## config.mk

```make
export PLATFORM = sky130hd
export DESIGN_NAME = hazard_stall_ctrl
export DESIGN_NICKNAME = d
export VERILOG_FILES = /design/src/rtl/hazard_stall_ctrl.sv
export SDC_FILE = /design/constraint.sdc
export NUM_CORES = 1
export LEC_CHECK = 0
export ABC_AREA = 1
export BUFFER_PORTS_ARGS = -buffer_cell sky130_fd_sc_hd__buf_2
export CORE_UTILIZATION = 41
export CTS_BUF_LIST = sky130_fd_sc_hd__clkbuf_4 sky130_fd_sc_hd__clkbuf_8
export DETAILED_ROUTE_END_ITERATION = 10
export HOLD_SLACK_MARGIN = 0.1
export PLACE_DENSITY = 0.9
export SLEW_MARGIN = 10
export SYNTH_ARGS = -nofsm -noshare
export SYNTH_HDL_FRONTEND = slang
export SYNTH_SLANG_ARGS = --single-unit
export TNS_END_PERCENT = 30
```

## constraint.sdc

```tcl
create_clock -name clk -period 1.5 [get_ports clk]
set_clock_uncertainty 0.1 [all_clocks]
set_input_delay 0.3 -clock clk [delete_from_list [all_inputs] [get_ports clk]]
set_output_delay 0.3 -clock clk [all_outputs]
set_load 0.01 [all_outputs]
```

## src/rtl/hazard_stall_ctrl.sv

```systemverilog
// hazard_stall_ctrl: stall/flush sequencer for the 5-stage MIPS pipeline.
// Handles load-use stalls, ID-resolved branch flushes, and front-end freeze
// during multi-cycle EX ops with a timeout watchdog.
// Optional build macro HAZARD_STALL_CNT_EN enables the saturating stall counter.
module hazard_stall_ctrl #(
   parameter int unsigned MC_MAX_CYCLES = 64,
   parameter int unsigned MC_CNT_W      = 7,
   parameter int unsigned STALL_CNT_W   = 32
) (
   input  logic                   clk,
   input  logic                   rst,
   input  logic [4:0]             ifid_rs,
   input  logic [4:0]             ifid_rt,
   input  logic                   ifid_uses_rt,
   input  logic                   idex_memread,
   input  logic [4:0]             idex_rt,
   input  logic                   branch_taken,
   input  logic                   mc_start,
   input  logic                   mc_done,
   output logic                   pc_ld,
   output logic                   ifid_ld,
   output logic                   ifid_flush,
   output logic                   idex_bubble,
   output logic                   mc_timeout,
   output logic [STALL_CNT_W-1:0] stall_count
);

   localparam logic [0:0] RUN     = 1'b0;
   localparam logic [0:0] MC_WAIT = 1'b1;

   localparam logic [MC_CNT_W-1:0] CNT_LAST = MC_CNT_W'(MC_MAX_CYCLES - 1);

   logic [0:0]          state_q, state_d;
   logic [MC_CNT_W-1:0] cnt_q, cnt_d;
   logic                timeout_q, timeout_d;
   logic                lu_hazard;

   // Load-use hazard: load in ID/EX writes a register the IF/ID op reads.
   assign lu_hazard = idex_memread && (idex_rt != 5'd0) &&
                      ((idex_rt == ifid_rs) || (ifid_uses_rt && (idex_rt == ifid_rt)));

   // Next-state and zero-latency pipeline control outputs.
   always_comb begin
      state_d     = state_q;
      cnt_d       = cnt_q;
      timeout_d   = timeout_q;
      pc_ld       = 1'b0;
      ifid_ld     = 1'b0;
      ifid_flush  = 1'b0;
      idex_bubble = 1'b0;
      if (!rst) begin
         case (state_q)
            RUN: begin
               if (lu_hazard) begin
                  idex_bubble = 1'b1;
               end else if (branch_taken) begin
                  pc_ld      = 1'b1;
                  ifid_ld    = 1'b1;
                  ifid_flush = 1'b1;
               end else if (mc_start) begin
                  // Multi-cycle op issues into ID/EX; front end holds.
                  state_d = MC_WAIT;
                  cnt_d   = '0;
               end else begin
                  pc_ld   = 1'b1;
                  ifid_ld = 1'b1;
               end
            end
            MC_WAIT: begin
               if (mc_done) begin
                  pc_ld   = 1'b1;
                  ifid_ld = 1'b1;
                  state_d = RUN;
               end else begin
                  idex_bubble = 1'b1;
                  if (cnt_q == CNT_LAST) begin
                     timeout_d = 1'b1;
                     state_d   = RUN;
                  end else begin
                     cnt_d = cnt_q + MC_CNT_W'(1);
                  end
               end
            end
            default: state_d = RUN;
         endcase
      end
   end

   // FSM, wait counter and sticky timeout flag.
   always_ff @(posedge clk) begin
      if (rst) begin
         state_q   <= RUN;
         cnt_q     <= '0;
         timeout_q <= 1'b0;
      end else begin
         state_q   <= state_d;
         cnt_q     <= cnt_d;
         timeout_q <= timeout_d;
      end
   end

   assign mc_timeout = timeout_q;

`ifdef HAZARD_STALL_CNT_EN
   logic [STALL_CNT_W-1:0] stall_cnt_q, stall_cnt_d;

   // Saturating count of cycles where IF/ID is held (flushes load, so not counted).
   always_comb begin
      stall_cnt_d = stall_cnt_q;
      if (!ifid_ld && (stall_cnt_q != {STALL_CNT_W{1'b1}})) begin
         stall_cnt_d = stall_cnt_q + STALL_CNT_W'(1);
      end
   end

   // Stall counter register.
   always_ff @(posedge clk) begin
      if (rst) begin
         stall_cnt_q <= '0;
      end else begin
         stall_cnt_q <= stall_cnt_d;
      end
   end

   assign stall_count = stall_cnt_q;
`else
   assign stall_count = '0;
`endif

endmodule

```

==> results.py <==
metrics = {
    "synth": {
        "netlist.top_cell.by_area": "sky130_fd_sc_hd__buf_4",
        "synth_sequential_area_ratio_pct": 17.8,
        "synthTopCellsByCount": "sky130_fd_sc_hd__nand2_1 (43), sky130_fd_sc_hd__buf_4 (33), sky130_fd_sc_hd__nor2_1 (24), sky130_fd_sc_hd__inv_1 (19), sky130_fd_sc_hd__dfxtp_1 (9)",
        "synth-edff-count": 0,
        "number_of_warnings_issued_by_yosys": 0,
        "ys_top_cells_by_area": "sky130_fd_sc_hd__buf_4 (24%), sky130_fd_sc_hd__dfxtp_1 (18%), sky130_fd_sc_hd__nand2_1 (16%)",
        "netlist.area_leader.share_pct": 24.4,
        "synth_top_flop_cell": "sky130_fd_sc_hd__dfxtp_1",
        "most_used_standard_cell_by_instance_count_after_synthesis": "sky130_fd_sc_hd__nand2_1",
        "netlist_instances": 170,
        "syn_area_per_cell_um2": 5.97,
        "netlist_area_um2": 1010,
        "postSynth.asyncResetShare_pct": 0,
        "ys_seq_elements": 9,
        "synth.distinct_cells": 22,
    },
    "flow_run": {
        "max_cap_viol_count": 0,
    },
    "clock_tree": {
        "cts_tree": "yes",
        "clk_path_buf_depth": 2,
        "clkTransAtPathRegs_ns": 0.07,
        "worst_skew_pair.late_latency_ns": 0.26,
        "clock-sinks": 9,
        "tritoncts.num_buffers": 3,
        "number_of_h_tree_levels": 1,
        "cts_root_buf": "sky130_fd_sc_hd__clkbuf_4",
    },
    "global_routing": {
        "grt_max_degree": 10,
        "number_of_global_route_vias_before_repair": 859,
        "antenna_found_initial": 0,
        "first_pass_grt_wire_length_um": 3630,
        "globalRouteOverflowTotal": 0,
        "groute.usage.overall_pct": 17.8,
    },
    "route": {
        "drt_iter0_markers": 12,
        "route.detailed.wl_per_inst_um": 9.04,
        "route.detailed.vias_per_inst": 4.26,
        "vias": 1018,
        "drt.antenna.violating_nets": 0,
        "finalWirelength_um": 2160,
        "detail_route.drc_violations": 0,
        "drt_pass1_iterations": 5,
    },
    "setup_path": {
        "cp-endpoint": "ifid_ld",
        "critPathRequiredTime_ns": 1.10,
        "reg2reg_setup_slack_ns": -0.02,
        "worst-setup-path-type": "flip-flop to primary output",
        "worstPathMaxFanout": 6,
        "setup.worst_path.start": "state_q$_SDFF_PP0_",
        "r2r-end": "cnt_q[5]$_SDFFE_PP0P_",
        "cp-end-kind": "primary output",
        "r2r-start": "cnt_q[0]$_SDFFE_PP0P_",
        "worst_r2r_path_depth": 9,
        "worst_ep_arrival_time_ns": 1.22,
        "setup.worst_path.start_class": "flip-flop",
    },
    "power_and_ir_drop": {
        "intPower_w": 0.000498,
        "netSwitchingPower_w": 0.000271,
        "part_of_the_total_power_dissipated_in_the_clock_network_pct": 26.8,
        "power.share.combinational_pct": 37.6,
        "netSwitchingFraction_pct": 35.2,
        "power_density_nw_per_um2": 595,
        "p_leak_nw": 0.731,
        "power.ir.vdd_worst_uv": 475,
        "sequential_share_of_power_pct": 35.6,
        "fin_total_pwr_w": 0.000769,
    },
    "floorplanning": {
        "ios": 59,
        "placement_rows": 17,
        "core_region_area_um2": 2280,
        "initial_core_util_pct": 44.6,
        "dieWidth_um": 51.8,
        "floorplan.die.height_um": 51.8,
        "design.die.area_um2": 2680,
    },
    "timing": {
        "fin_worst_hold_slack_ns": 0.129,
        "max_freq_mhz": 618,
        "final.period_utilization_pct": 108,
        "finalSetupViolations": 5,
        "rsz0062_at_grt": "true",
        "hold_viol_final": 0,
        "worst_slack_ns": -0.118,
        "slew_viol_final": 0,
        "fin_crit_ns": 1.62,
    },
    "status": {
        "failing_checks": "setup timing",
        "result_of_the_run": "complete, but fails checks",
    },
    "cells_and_area": {
        "post_route_utilization_pct": 56.8,
        "ratio_of_cells_with_drive_above_1_in_the_final_layout_pct": 34.1,
        "final_nets": 235,
        "finish.instance_area_um2": 1290,
        "n_fill_cell": 222,
        "register_area_um2": 183,
        "area_delta_synth_final_pct": 27.4,
        "diodes": 0,
        "multi_input_combinational_cell_area_um2": 661,
    },
    "place": {
        "gp_congestion": 0.833,
        "placement.cell_area_um2": 1130,
        "hpwl_um": 1540,
        "port_buffers": 26,
    },
    "hold_path": {
        "hold_path_class": "input pin to flip-flop",
    },
}
==> cells by family after synthesis <==
family	count (synthesis)	synth area share, %
xor+xnor	2	1.73
fa+ha+maj	1	1.23
flops	9	17.8
simple gates	86	37.6
other cells	1	0.370
buf+inv	59	34.8
compound gates	12	6.53
==> final cells by class <==
type                            instances  share of cell area [%]
Clock buffer                            4                    2.32
Inverter                               25                    7.45
Multi-Input combinational cell        134                    51.1
Sequential cell                         9                    14.1
Tap cell                               28                    2.71
Timing Repair Buffer                   39                    22.3
==> sequential cells by signal (all words and copies together) (netlist names) <==
| register | count |
|---|---|
| cnt_q | 7 |
| mc_timeout | 1 |
| state_q | 1 |
==> per-stage QoR <==
stage / cells / TNS [ns] / setup slack (ns)
after floorplan: 201 / -0.127 / -0.0361
final: 239 / -0.356 / -0.118
after CTS: 237 / -0.274 / -0.0784
after global placement: 231 / -1.03 / -0.168
after detailed placement: 231 / -1.04 / -0.142
after global routing: 239 / -1.14 / -0.173
==> power by group through the flow <==
stage	combinational [W]	clock, W	sequential (W)
final	0.000289	0.000206	0.000274
after floorplan	0.000227	0	0.000277
after global placement	0.000239	0	0.000275
after global routing	0.000323	0.000236	0.000276
after CTS	0.000269	0.000210	0.000273
after detailed placement	0.000243	0	0.000277
==> cell usage in the layout, fill, tap and decap left out, types with 3 or more instances in the layout <==
master,n
sky130_fd_sc_hd__nand2_2,3
sky130_fd_sc_hd__clkbuf_4,4
sky130_fd_sc_hd__a21oi_1,7
sky130_fd_sc_hd__nand2_1,42
sky130_fd_sc_hd__inv_1,17
sky130_fd_sc_hd__buf_4,14
sky130_fd_sc_hd__nor2_1,20
sky130_fd_sc_hd__buf_6,6
sky130_fd_sc_hd__inv_2,6
sky130_fd_sc_hd__nor2_2,7
sky130_fd_sc_hd__conb_1,32
sky130_fd_sc_hd__buf_2,17
sky130_fd_sc_hd__nand3_1,6
sky130_fd_sc_hd__dfxtp_1,7
==> timing repair <==
item                       CTS  global route
setup endpoints to repair   11            11
resized for setup           20             9
buffers inserted             1             2
hold buffers                 0             0
cloned                       1             0
pin swaps                   18            10
==> critical path, cell delays in order (launching register included) <==
cell	delay, ns
sky130_fd_sc_hd__dfxtp_1	0.40
sky130_fd_sc_hd__inv_4	0.08
sky130_fd_sc_hd__nand3b_1	0.12
sky130_fd_sc_hd__nand4_1	0.11
sky130_fd_sc_hd__inv_1	0.10
sky130_fd_sc_hd__buf_2	0.14
==> worst min path at each step <==
stage | start | end | slack [ns] | cells past startpoint
after floorplan | rst | state_q$_SDFF_PP0_ | 0.27 | 1
after global placement | mc_timeout$_SDFFE_PP0P_ | mc_timeout$_SDFFE_PP0P_ | 0.35 | 1
after detailed placement | mc_timeout$_SDFFE_PP0P_ | mc_timeout$_SDFFE_PP0P_ | 0.37 | 1
after CTS | rst | state_q$_SDFF_PP0_ | 0.13 | 2
after global routing | rst | state_q$_SDFF_PP0_ | 0.13 | 2
final | rst | state_q$_SDFF_PP0_ | 0.13 | 2
==> per-layer routing <==
metal  GRT usage [%]  routed length (um)
met1            21.8                 926
met2            31.2                1100
met3            3.22                 117
met4            5.41                  19
met5               0                   0
Power figures use the tool's default switching activity.
